<file path="config.mk">
export PLATFORM = sky130hd
export DESIGN_NAME = cpu_test_sequencer
export DESIGN_NICKNAME = d
export VERILOG_FILES = /design/src/rtl/cpu_test_sequencer_pkg.sv /design/src/rtl/cpu_test_sequencer_exp_table.sv /design/src/rtl/cpu_test_sequencer.sv
export SDC_FILE = /design/constraint.sdc
export NUM_CORES = 1
export LEC_CHECK = 0
export ABC_AREA = 1
export BUFFER_PORTS_ARGS = -buffer_cell sky130_fd_sc_hd__clkbuf_2
export CAP_MARGIN = 10
export CORE_UTILIZATION = 40
export DETAILED_ROUTE_END_ITERATION = 16
export HOLD_SLACK_MARGIN = 0.15
export RECOVER_POWER = 50
export SLEW_MARGIN = 15
export SYNTH_ARGS = -nofsm -noshare
export SYNTH_HDL_FRONTEND = slang
export SYNTH_SLANG_ARGS = --single-unit
</file>
<file path="constraint.sdc">
create_clock -name boardCLK -period 2.2 [get_ports boardCLK]
set_clock_uncertainty 0.05 [all_clocks]
set_input_delay 0.11 -clock boardCLK [delete_from_list [all_inputs] [get_ports boardCLK]]
set_output_delay 0.11 -clock boardCLK [all_outputs]
set_load 0.05 [all_outputs]
</file>
<file path="src/rtl/cpu_test_sequencer_pkg.sv">
// ============================================================================
// cpu_test_sequencer_pkg : state encoding and width helper for the sequencer
// Revision: 1.0
// ============================================================================
`timescale 1ns/1ps
`default_nettype none

package cpu_test_sequencer_pkg;

   typedef enum logic [2:0] {
      ST_IDLE = 3'd0,
      ST_HOLD = 3'd1,
      ST_RUN  = 3'd2,
      ST_PASS = 3'd3,
      ST_FAIL = 3'd4
   } state_t;

   // Ceiling log2, clamped to 1 so derived vector widths never collapse to zero.
   function automatic int clog2(input int value);
      int r;
      int v;
      r = 0;
      v = value - 1;
      while (v > 0) begin
         r = r + 1;
         v = v >> 1;
      end
      if (r == 0) r = 1;
      return r;
   endfunction

endpackage

`default_nettype wire

</file>
<file path="src/rtl/cpu_test_sequencer_exp_table.sv">
// ============================================================================
// cpu_exp_table : append-only expected-value register file, async read
// Revision: 1.0
// ============================================================================
`timescale 1ns/1ps
`default_nettype none

module cpu_exp_table
   import cpu_test_sequencer_pkg::*;
#(
   parameter int DATA_W    = 8,
   parameter int EXP_DEPTH = 16
) (
   input  logic                          clk_i,
   input  logic                          reset_i,
   input  logic                          wr_en_i,
   input  logic [DATA_W-1:0]             wr_data_i,
   input  logic                          clear_i,
   input  logic [clog2(EXP_DEPTH)-1:0]   rd_idx_i,
   output logic [DATA_W-1:0]             rd_data_o,
   output logic [clog2(EXP_DEPTH):0]     count_o,
   output logic                          overflow_o
);

   localparam int FI_W  = clog2(EXP_DEPTH);
   localparam int IDX_W = FI_W + 1;
   localparam logic [IDX_W-1:0] DEPTH_C = IDX_W'(EXP_DEPTH);

   logic [DATA_W-1:0] mem_q [EXP_DEPTH];
   logic [IDX_W-1:0]  count_q;
   logic              overflow_q;
   logic              w_full;
   logic              w_write;

   assign w_full  = (count_q == DEPTH_C);
   assign w_write = wr_en_i && !clear_i && !w_full;

   // Contents are deliberately left unreset; only the count defines validity.
   always_ff @(posedge clk_i) begin
      if (w_write) mem_q[count_q[FI_W-1:0]] <= wr_data_i;
   end

   always_ff @(posedge clk_i or posedge reset_i) begin
      if (reset_i) begin
         count_q    <= '0;
         overflow_q <= 1'b0;
      end else if (clear_i) begin
         count_q    <= '0;
         overflow_q <= 1'b0;
      end else if (wr_en_i) begin
         if (w_full) overflow_q <= 1'b1;
         else        count_q    <= count_q + IDX_W'(1);
      end
   end

   assign rd_data_o  = mem_q[rd_idx_i];
   assign count_o    = count_q;
   assign overflow_o = overflow_q;

endmodule

`default_nettype wire

</file>
<file path="src/rtl/cpu_test_sequencer.sv">
// ============================================================================
// cpu_test_sequencer : holds CPU in reset, drives switches, checks cpuOut
// Revision: 1.0
// ============================================================================
`timescale 1ns/1ps
`default_nettype none

module cpu_test_sequencer
   import cpu_test_sequencer_pkg::*;
#(
   parameter int DATA_W     = 8,
   parameter int RESET_HOLD = 2,
   parameter int TIMEOUT    = 330,
   parameter int EXP_DEPTH  = 16
) (
   input  logic                          boardCLK,
   input  logic                          reset,
   input  logic                          start,
   input  logic [DATA_W-1:0]             switchPreset,
   input  logic                          expWrEn,
   input  logic [DATA_W-1:0]             expWrData,
   input  logic                          expClear,
   input  logic [DATA_W-1:0]             cpuOut,
   output logic                          cpuReset,
   output logic [DATA_W-1:0]             switches,
   output logic                          busy,
   output logic                          pass,
   output logic                          fail,
   output logic                          timedOut,
   output logic                          expOverflow,
   output logic [clog2(EXP_DEPTH)-1:0]   failIndex,
   output logic [DATA_W-1:0]             gotValue,
   output logic [clog2(TIMEOUT):0]       cycleCount
);

   localparam int FI_W   = clog2(EXP_DEPTH);
   localparam int IDX_W  = FI_W + 1;
   localparam int CC_W   = clog2(TIMEOUT) + 1;
   localparam int HOLD_W = clog2(RESET_HOLD);
   localparam logic [CC_W-1:0]   CC_LAST   = CC_W'(TIMEOUT - 1);
   localparam logic [CC_W-1:0]   CC_MAX    = '1;
   localparam logic [HOLD_W-1:0] HOLD_LOAD = HOLD_W'(RESET_HOLD - 1);

   state_t              state_q;
   logic [IDX_W-1:0]    idx_q;
   logic [HOLD_W-1:0]   hold_q;
   logic [DATA_W-1:0]   prevOut_q;
   logic                cpuReset_q;
   logic [DATA_W-1:0]   switches_q;
   logic                busy_q;
   logic                pass_q;
   logic                fail_q;
   logic                timedOut_q;
   logic [FI_W-1:0]     failIndex_q;
   logic [DATA_W-1:0]   gotValue_q;
   logic [CC_W-1:0]     cycleCount_q;
   logic [CC_W-1:0]     cycleCount_d;

   logic [IDX_W-1:0]    w_exp_count;
   logic [DATA_W-1:0]   w_exp_data;
   logic                w_tbl_wr;
   logic                w_tbl_clr;
   logic                w_changed;
   logic                w_match;
   logic                w_last;

   assign w_tbl_wr     = expWrEn && (state_q == ST_IDLE);
   assign w_tbl_clr    = expClear && (state_q inside {ST_IDLE, ST_PASS, ST_FAIL});
   assign w_changed    = (cpuOut != prevOut_q);
   assign w_match      = (cpuOut == w_exp_data);
   assign w_last       = (idx_q == (w_exp_count - IDX_W'(1)));
   assign cycleCount_d = (cycleCount_q == CC_MAX) ? cycleCount_q : cycleCount_q + CC_W'(1);

   cpu_exp_table #(
      .DATA_W    (DATA_W),
      .EXP_DEPTH (EXP_DEPTH)
   ) u_table (
      .clk_i      (boardCLK),
      .reset_i    (reset),
      .wr_en_i    (w_tbl_wr),
      .wr_data_i  (expWrData),
      .clear_i    (w_tbl_clr),
      .rd_idx_i   (idx_q[FI_W-1:0]),
      .rd_data_o  (w_exp_data),
      .count_o    (w_exp_count),
      .overflow_o (expOverflow)
   );

   always_ff @(posedge boardCLK or posedge reset) begin
      if (reset) begin
         state_q      <= ST_IDLE;
         idx_q        <= '0;
         hold_q       <= '0;
         prevOut_q    <= '0;
         cpuReset_q   <= 1'b1;
         switches_q   <= '0;
         busy_q       <= 1'b0;
         pass_q       <= 1'b0;
         fail_q       <= 1'b0;
         timedOut_q   <= 1'b0;
         failIndex_q  <= '0;
         gotValue_q   <= '0;
         cycleCount_q <= '0;
      end else begin
         case (state_q)
            ST_IDLE, ST_PASS, ST_FAIL: begin
               if (start) begin
                  state_q      <= ST_HOLD;
                  switches_q   <= switchPreset;
                  idx_q        <= '0;
                  cycleCount_q <= '0;
                  failIndex_q  <= '0;
                  gotValue_q   <= '0;
                  timedOut_q   <= 1'b0;
                  hold_q       <= HOLD_LOAD;
                  busy_q       <= 1'b1;
                  pass_q       <= 1'b0;
                  fail_q       <= 1'b0;
                  cpuReset_q   <= 1'b1;
               end
            end
            ST_HOLD: begin
               if (hold_q == '0) begin
                  if (w_exp_count == '0) begin
                     state_q <= ST_PASS;
                     pass_q  <= 1'b1;
                     busy_q  <= 1'b0;
                  end else begin
                     state_q    <= ST_RUN;
                     cpuReset_q <= 1'b0;
                     prevOut_q  <= cpuOut;
                  end
               end else begin
                  hold_q <= hold_q - HOLD_W'(1);
               end
            end
            ST_RUN: begin
               cycleCount_q <= cycleCount_d;
               // A compare decision on the final cycle outranks the timeout.
               if (w_changed) begin
                  prevOut_q <= cpuOut;
                  if (w_match && w_last) begin
                     state_q    <= ST_PASS;
                     pass_q     <= 1'b1;
                     busy_q     <= 1'b0;
                     cpuReset_q <= 1'b1;
                  end else if (w_match) begin
                     idx_q <= idx_q + IDX_W'(1);
                  end else begin
                     state_q     <= ST_FAIL;
                     fail_q      <= 1'b1;
                     busy_q      <= 1'b0;
                     cpuReset_q  <= 1'b1;
                     failIndex_q <= idx_q[FI_W-1:0];
                     gotValue_q  <= cpuOut;
                  end
               end else if (cycleCount_q == CC_LAST) begin
                  state_q     <= ST_FAIL;
                  fail_q      <= 1'b1;
                  timedOut_q  <= 1'b1;
                  busy_q      <= 1'b0;
                  cpuReset_q  <= 1'b1;
                  failIndex_q <= idx_q[FI_W-1:0];
               end
            end
            default: begin
               state_q    <= ST_IDLE;
               cpuReset_q <= 1'b1;
               busy_q     <= 1'b0;
            end
         endcase
      end
   end

   assign cpuReset   = cpuReset_q;
   assign switches   = switches_q;
   assign busy       = busy_q;
   assign pass       = pass_q;
   assign fail       = fail_q;
   assign timedOut   = timedOut_q;
   assign failIndex  = failIndex_q;
   assign gotValue   = gotValue_q;
   assign cycleCount = cycleCount_q;

endmodule

`default_nettype wire

</file>
==> metrics.cfg, run 1 <==
[status]
violations=negative setup slack
outcome=complete, but fails checks

[synthesis]
synth_top_area_share_pct=44.21
synth-edff-count=128
synth_top_cell_by_area=edfxtp_1
avgSynthCellArea_sq_um=9.358
ys_types=34
synth.most_common_cell=nand2_1
yosysSeqAreaShare_pct=60.92
synth-compound-area-share_pct=4.375
syn_area_sq_um=8693
syn_inst=929
synth.area.top_cells=edfxtp_1 (44%), dfrtp_1 (16%), nand2_1 (12%)
synth_top_family_by_area=simple AND/OR/NAND/NOR gates
synth_ff_type=edfxtp_1
yosys.area_share.adder_pct=1.151
syn_nets=966
muxShareOfSynthArea_pct=0
yosys_warnings=0
synthSimpleGateAreaFrac_pct=25.03
async_flop_share_pct=31.18
ys_seq_elements=186
synth_xor_xnor_area_share_pct=0.8060
netlist_top_cells_count=nand2_1 (286), edfxtp_1 (128), inv_1 (121), nand3_1 (119), dfrtp_1 (57)

[cts]
cts_tree=done
clkSinkCount=186
clkLatencyLatePin_ns=0.44
cts-htree-levels=4
clockRootBuffer=clkbuf_16
cts_buffers=17
clk_pin_slew_ns=0.07
cts_buffer_depth=2

[sta]
slew_headroom_pct=36.06
finalHoldViolations=0
worst-slew-pin-transition_ns=0.9592
fin_ws_ns=-0.1895
period_share_pct=108.6
holdWs_ns=0.3124
finalSetupViolCount=24
fmax_mhz=418.5
slew_violations=0
grt_setup_unrepaired=true
period_needed_ns=2.390

[global_routing]
grt_max_degree=38
antenna_found_initial=0
grt_use_total_pct=20.98
gr-total-overflow=0
grt_pass1_wl_microns=34710
grt_pass1_vias=6296

[power]
p_clk_share_pct=23.6
p_comb_share_pct=42.4
p_leak_nw=4.890
swShare_pct=40.26
intPower_mw=7.704
power_density_nw_per_um2=1166
switching_power_mw=5.192
ir_drop_v=0.0006308
finalPower_mw=12.90
sequentialPowerShare_pct=34.0

[detailed_routing]
num_vias=6745
drcViolationCount=0
drt-pass1-iter-count=5
ant_nets=0
viasPerCell=4.934
wire_per_inst_microns=16.45
wirelength_microns=22490
drtIter0Drc=522

[die]
die-area_sq_um=22330
rows=53
io_pins=65
die_width_microns=149.4
start_util_pct=41.10
core_area_sq_um=21150
die_h_microns=149.4

[placement]
io_buffers=64
gp_congestion=0.8865
dp_worst_setup_slack_ns=-0.1725
placed_area_sq_um=9716
dp_hpwl_microns=14940

[setup_path]
cp-end-kind=flip-flop
cp_data_required_time_ns=2.47
path_class=reg2reg
arrival_ns=2.66
worstPathMaxFanout=5
critPathLaunchType=flip-flop

[layout]
final_layout_size_suffix_gt1_share_pct=23.26
fillers=1921
num_antenna_cells=0
syn_to_final_growth_pct=27.26
stdcell_area_sq_um=11060
nNetsFinal=1116

[hold_path]
hp-class=in2reg

[flow_run]
maxCapViolations=0

[flip-flops by register name, summed over array words and instances (netlist names), 3 cells and up]
signal and cells:
switches 8, prevOut_q 8, gotValue 8, cycleCount 10, idx_q 5, u_table.mem_q 128
u_table.count_o 5, state_q 3, failIndex 4
[path summary, 6_finish.rpt]
kind | cells after the start | startpoint | slack [ns] | to
min in group asynchronous | 3 | reset | 0.34 | gotValue[5]
worst max register to register | 17 | idx_q[0] | -0.19 | idx_q[3]
worst min register to register | 2 | cpuReset | 0.42 | cpuReset
worst min-delay path | 1 | expWrData[3] | 0.31 | u_table.mem_q[7][3]
worst max-delay path | 17 | idx_q[0] | -0.19 | idx_q[3]
max in group asynchronous | 4 | reset | 0.32 | state_q[1]
[logic make-up (layout without fill, tap and decap cells)]
logic type,count (synthesis),after routing
AOI/OAI and AO/OA,66,66
buffers and inverters,161,323
xor gates and xnor gates,8,8
and+or+nand+nor,500,501
DFF,186,186
adders and majority gates,8,8
[stage by stage]
stage	cells	utilization (%)	TNS, ns
finish	1367	52.30	-3.517
global placement	1292	45.93	-2.432
global route	1367	52.30	-6.394
detailed placement	1292	45.93	-3.876
CTS	1353	50.48	-1.657
floorplan	929	-	-0.9706
[power groups by stage]
stage	registers, mW	logic, mW	clock network, mW
6_report	4.38	5.47	3.04
5_1_grt	4.42	6.02	3.23
4_1_cts	4.39	4.88	3.09
3_5_place_dp	4.45	4.63	0
3_3_place_gp	4.43	4.58	0
2_1_floorplan	5.06	2.63	0
[worst max-delay path, cell delays in order (launching register included)]
cell and delay, ns:
dfrtp_2 0.46, buf_6 0.15, buf_4 0.14, or2_1 0.24, nand3_2 0.09, nand2_1 0.06
nand2_1 0.06, nand3_1 0.11, nand3_1 0.11, nand2_1 0.05, inv_1 0.06, nand2_2 0.06
nor2_4 0.11, nand2_2 0.09, a21oi_4 0.22, nand2_4 0.10, nand2_2 0.07, nand2_2 0.05
[metal layers]
layer / share of wire [%] / vias to the layer above / track usage, % / routed length, microns
met5: 0 / - / 0 / 0
met4: 1.5 / 0 / 6.990 / 339
met3: 5.6 / 27 / 3.659 / 1260
met2: 46 / 181 / 32.36 / 10330
met1: 47 / 3211 / 29.82 / 10560
li1: - / 3326 / - / -
[layout by cell type, fill, tap and decap left out, types with 2 or more instances in the layout]
cell	n
inv_6	3
o21ai_0	26
nand3_2	37
buf_8	2
nor3b_1	3
edfxtp_1	128
buf_4	53
a21oi_1	12
nor2_4	3
nand2_2	26
nand4_1	6
o21ai_1	12
xnor2_1	3
clkbuf_1	15
inv_2	4
nor4_1	2
o211ai_1	10
dfrtp_1	55
o21ai_2	2
nand3_1	79
dfrtp_2	2
buf_12	8
clkbuf_16	18
nor2_1	33
dlygate4sd3_1	27
nor3_1	11
or2_1	16
ha_1	8
inv_1	121
nand2_1	263
inv_8	3
buf_6	7
xor2_1	5
nand2_4	4
clkinvlp_4	3
clkbuf_2	52
nand3_4	3
nor2_2	6
or2_2	8
[repair_timing]
| action | CTS | global route |
|---|---|---|
| gates resized for setup | 19 | 76 |
| hold buffers | 27 | 0 |
| endpoints found under the hold margin | 170 | 0 |
| setup endpoints to repair | 41 | 126 |
| setup buffers | 1 | 11 |
| pin swaps | 0 | 25 |
| cloned | 1 | 3 |
[layout make-up]
type | count | area, sq um | area share [%]
well taps | 275 | 344.1 | 3.110
clock buffers | 20 | 446.7 | 4.038
clock inverters | 12 | 133.9 | 1.210
repair buffers | 164 | 1299 | 11.74
flip-flops and latches | 186 | 5299 | 47.90
inverters | 127 | 484.2 | 4.377
multi-input cells | 583 | 3057 | 27.63
No activity file was read; power rests on OpenSTA's default activity.
==> run 2, diff against run 1 <==
MAX_ROUTING_LAYER = met4   (was unset)
==> run 2 against run 1 <==
Net effect: the flow still finishes with violations (negative setup slack); final cell count did not move; power hardly changed; via count increased by 0.27%; wire length up 0.33%; flip-flop and latch count did not move; die area did not move; highest routed layer unchanged.
==> metrics.cfg, run 2 (synthesis results as in run 1) <==
[power]
sequentialPowerShare_pct=34.0
ir_drop_v=0.0006303
p_comb_share_pct=42.4
swShare_pct=40.26
p_leak_nw=4.893
power_density_nw_per_um2=1166
switching_power_mw=5.194
intPower_mw=7.706
finalPower_mw=12.90
p_clk_share_pct=23.6

[detailed_routing]
drcViolationCount=0
wire_per_inst_microns=16.50
wirelength_microns=22560
num_vias=6763
ant_nets=0
viasPerCell=4.947
drt-pass1-iter-count=5
drtIter0Drc=541

[hold_path]
hp-start=expWrData[3]
hp-class=in2reg

[layout]
fillers=1920
num_antenna_cells=0
final_util_pct=52.30
largest_register_ffs=128
mostFrequentLayoutCells=nand2_1 (263), edfxtp_1 (128), inv_1 (121)
syn_to_final_growth_pct=27.27
nNetsFinal=1116
final_common_cell=nand2_1
stdcell_area_sq_um=11060
final_cells=1367
final_layout_size_suffix_gt1_share_pct=23.35

[status]
violations=negative setup slack
outcome=complete, but fails checks

[setup_path]
path_class=reg2reg
worstPathMaxFanout=5
cp-end-kind=flip-flop
startpoint=idx_q[0]
arrival_ns=2.67
critPathLaunchType=flip-flop
r2r-start=idx_q[0]
cp_data_required_time_ns=2.48

[die]
start_util_pct=41.10
core_area_sq_um=21150
die_width_microns=149.4
io_pins=65
rows=53
die-area_sq_um=22330
die_h_microns=149.4

[cts]
cts-htree-levels=4
cts_buffers=17
clockRootBuffer=clkbuf_16
clkSinkCount=186
cts_buffer_depth=2
clkLatencyLatePin_ns=0.44
clk_pin_slew_ns=0.07
cts_tree=done

[sta]
slew_violations=0
fmax_mhz=417.3
fin_ws_ns=-0.1965
grt_setup_unrepaired=true
worst-slew-pin-transition_ns=0.9678
finalSetupViolCount=24
period_needed_ns=2.397
period_share_pct=108.9
finalHoldViolations=0
slew_headroom_pct=35.48

[placement]
placed_area_sq_um=9716
gp_congestion=0.9045
dp_hpwl_microns=14940
io_buffers=64
dp_cells=1292

[global_routing]
grt_pass1_vias=6287
grt_use_total_pct=21.68
grt_max_degree=38
gr-total-overflow=0
antenna_found_initial=0
grt_pass1_wl_microns=34760

[flow_run]
maxCapViolations=0

[run 2: final timing paths]
path | to | slack, ns | cells past startpoint
setup reg to reg | idx_q[3] | -0.20 | 17
hold / removal | u_table.mem_q[4][3] | 0.32 | 1
setup / recovery | idx_q[3] | -0.20 | 17
min in group asynchronous | gotValue[5] | 0.33 | 3
hold reg to reg | cpuReset | 0.42 | 2
max in group asynchronous | state_q[1] | 0.32 | 4
[run 2: layout make-up]
cell class | count | area [sq um] | area share (%)
flip-flops and latches | 186 | 5299 | 47.89
multi-input cells | 583 | 3057 | 27.63
repair buffers | 164 | 1300 | 11.75
inverters | 127 | 484.2 | 4.376
clock buffers | 20 | 446.7 | 4.037
well taps | 275 | 344.1 | 3.110
clock inverters | 12 | 133.9 | 1.210
[run 2: metal layers]
metal | up-vias | global-route usage (%) | share of wire, %
met3 | 26 | 3.933 | 6.2
met4 | 0 | 6.837 | 1.5
met5 | - | - | 0
li1 | 3327 | - | -
met2 | 207 | 32.31 | 46
met1 | 3203 | 29.92 | 46
[run 2: worst max-delay path, stage by stage, from the launching register on]
cell	delay (ns)
dfrtp_2	0.47
buf_6	0.16
buf_4	0.14
or2_1	0.24
nand3_2	0.09
nand2_1	0.06
nand2_1	0.06
nand3_1	0.11
nand3_1	0.11
nand2_1	0.05
inv_1	0.06
nand2_2	0.06
nor2_4	0.11
nand2_2	0.09
a21oi_4	0.22
nand2_4	0.10
nand2_2	0.07
nand2_2	0.05
[run 2: metrics by stage]
| step | hold slack, ns | setup TNS, ns | setup WS, ns |
|---|---|---|---|
| 2_1_floorplan | 0.1589 | -0.9706 | -0.04046 |
| 3_3_place_gp | 0.1102 | -2.432 | -0.1430 |
| 3_5_place_dp | 0.1070 | -3.876 | -0.1725 |
| 4_1_cts | 0.1574 | -1.657 | -0.1186 |
| 5_1_grt | 0.3302 | -6.715 | -0.2839 |
| 6_report | 0.3250 | -3.757 | -0.1965 |
[run 2: what timing repair did]
| item | in CTS | in global routing |
|---|---|---|
| endpoints found under the setup margin | 41 | 126 |
| hold buffers | 27 | 0 |
| pin swaps | 0 | 25 |
| setup buffers | 1 | 11 |
| cloned | 1 | 3 |
| gates resized for setup | 19 | 76 |
| endpoints found under the hold margin | 170 | 0 |
[run 2: power by group through the flow]
| stage | registers, mW | clock network, mW | logic (mW) |
|---|---|---|---|
| 3_5_place_dp | 4.45 | 0 | 4.63 |
| 3_3_place_gp | 4.43 | 0 | 4.58 |
| 4_1_cts | 4.39 | 3.09 | 4.88 |
| 6_report | 4.38 | 3.04 | 5.48 |
| 2_1_floorplan | 5.06 | 0 | 2.63 |
| 5_1_grt | 4.42 | 3.23 | 6.02 |
==> run 3, diff against run 2 <==
TNS_END_PERCENT = 1   (was unset)
==> run 3 against run 2 <==
Net effect: the flow still finishes with violations (negative setup slack); utilization decreased by 1.8 points; via count decreased by 1.3%; register-to-register slack better by 0.07 ns; first-iteration DRC count is 17% lower; non-clock buffer count down 15; combinational power down 11%; count of clock-buffer cells in the layout stayed put; setup slack better by 0.069 ns; critical path type unchanged.
==> metrics.cfg, run 3 (synthesis results as in run 1) <==
[status]
outcome=complete, but fails checks
violations=negative setup slack

[setup_path]
cpPeakStageDelay_ns=0.49
critPathTopFamily=simple AND/OR/NAND/NOR gates
worstPathMaxFanout=31
cp-end-kind=flip-flop
arrival_ns=2.65
path_class=reg2reg
cp_data_required_time_ns=2.52
crit_path_cell_trace=buf_12 -> or2_1 -> nand3_1 -> nand3_2 -> nand3_1 -> nand3_1 -> nand2_1 -> nand2_1 -> nor2_4 -> nand3_1 -> nand2_2 -> nand2_2 -> nand2_4 -> nand2_1 -> nand2_1
cp_slowest_cell=dfrtp_2
critPathLaunchType=flip-flop
critPathBufInv=1

[detailed_routing]
drcViolationCount=0
viasPerCell=4.943
wirelength_microns=21860
num_vias=6678
wire_per_inst_microns=16.18
drtIter0Drc=449
drt-pass1-iter-count=5
ant_nets=0

[cts]
cts_tree=done
clk_pin_slew_ns=0.07
clockRootBuffer=clkbuf_16
clkSinkCount=186
cts-htree-levels=4
clkLatencyLatePin_ns=0.44
postCtsSetupRepairBufs=0
cts_buffer_depth=2
cts_buffers=17

[die]
rows=53
io_pins=65
start_util_pct=41.10
die_width_microns=149.4
die_h_microns=149.4
die-area_sq_um=22330
core_area_sq_um=21150

[placement]
dp_hpwl_microns=14940
gp_congestion=0.9045
placed_area_sq_um=9716
dp_cells=1292
io_buffers=64

[layout]
stdcell_area_sq_um=10690
syn_to_final_growth_pct=22.91
mostFrequentLayoutCells=nand2_1 (279), edfxtp_1 (128), inv_1 (121)
final_layout_size_suffix_gt1_share_pct=18.49
largest_register_ffs=128
multi_input_area_sq_um=2855
final_common_cell=nand2_1
regArea_sq_um=5299
num_antenna_cells=0
fillers=1943
nNetsFinal=1100
final_cells=1351

[sta]
slew_violations=0
holdWs_ns=0.3244
worst-slew-pin-transition_ns=0.9572
finalHoldViolations=0
fin_ws_ns=-0.1275
period_share_pct=105.8
finalSetupViolCount=24
slew_headroom_pct=36.19
grt_setup_unrepaired=true
period_needed_ns=2.328
fmax_mhz=429.6

[global_routing]
grt_pass1_wl_microns=34490
grt_pass1_vias=6260
grt_max_degree=38
gr-total-overflow=0
antenna_found_initial=0
grt_use_total_pct=21.47

[power]
finalPower_mw=12.30
p_leak_nw=4.732
power_density_nw_per_um2=1152
ir_drop_v=0.0006029

[hold_path]
hp-class=in2async

[flow_run]
maxCapViolations=0

-- run 3: power breakdown --
| part | internal, mW | leakage [nW] | switching [mW] | total, mW |
|---|---|---|---|---|
| clock network | 1.63 | 0.276 | 1.43 | 3.06 |
| logic | 1.58 | 2.54 | 3.27 | 4.86 |
| registers | 4.14 | 1.91 | 0.243 | 4.39 |
-- run 3: repair_timing --
| item | in CTS | in global routing |
|---|---|---|
| gates resized for setup | 13 | 25 |
| endpoints found under the setup margin | 41 | 124 |
| hold endpoints to repair | 170 | 0 |
| pin swaps | 1 | 2 |
| hold buffers | 27 | 0 |
-- run 3: final timing paths --
path / from / end / slack [ns] / depth (start not counted)
min reg2reg: switches[1] / switches[1] / 0.42 / 2
max: idx_q[0] / idx_q[3] / -0.13 / 15
min in group boardCLK: expWrData[5] / u_table.mem_q[3][5] / 0.34 / 1
min: reset / gotValue[5] / 0.32 / 3
max in group asynchronous: reset / state_q[1] / 0.34 / 4
max reg2reg: idx_q[0] / idx_q[3] / -0.13 / 15
-- run 3: layout make-up --
class / count / area share [%]
inverter: 127 / 4.508
tap: 275 / 3.220
timing repair buffer: 149 / 10.53
clock buffer: 20 / 4.180
clock inverter: 12 / 1.253
multi-input combinational: 582 / 26.72
sequential: 186 / 49.59
-- run 3: per-layer routing --
metal / track usage (%) / routed length, microns
met3: 3.689 / 1287
met1: 29.66 / 10170
met5: - / 0
met4: 6.837 / 370
met2: 32.11 / 10030
-- run 3: tightest hold or removal path: cells and delay by family --
family	cells	cell delay [ns]
buffers and inverters	3	1.25
-- run 3: per-stage QoR --
stage	utilization (%)	worst slack (ns)	TNS [ns]
6_report	50.51	-0.1275	-1.814
4_1_cts	50.23	-0.1195	-1.575
2_1_floorplan	-	-0.04046	-0.9706
3_5_place_dp	45.93	-0.1725	-3.876
3_3_place_gp	45.93	-0.1430	-2.432
5_1_grt	50.51	-0.2869	-6.364
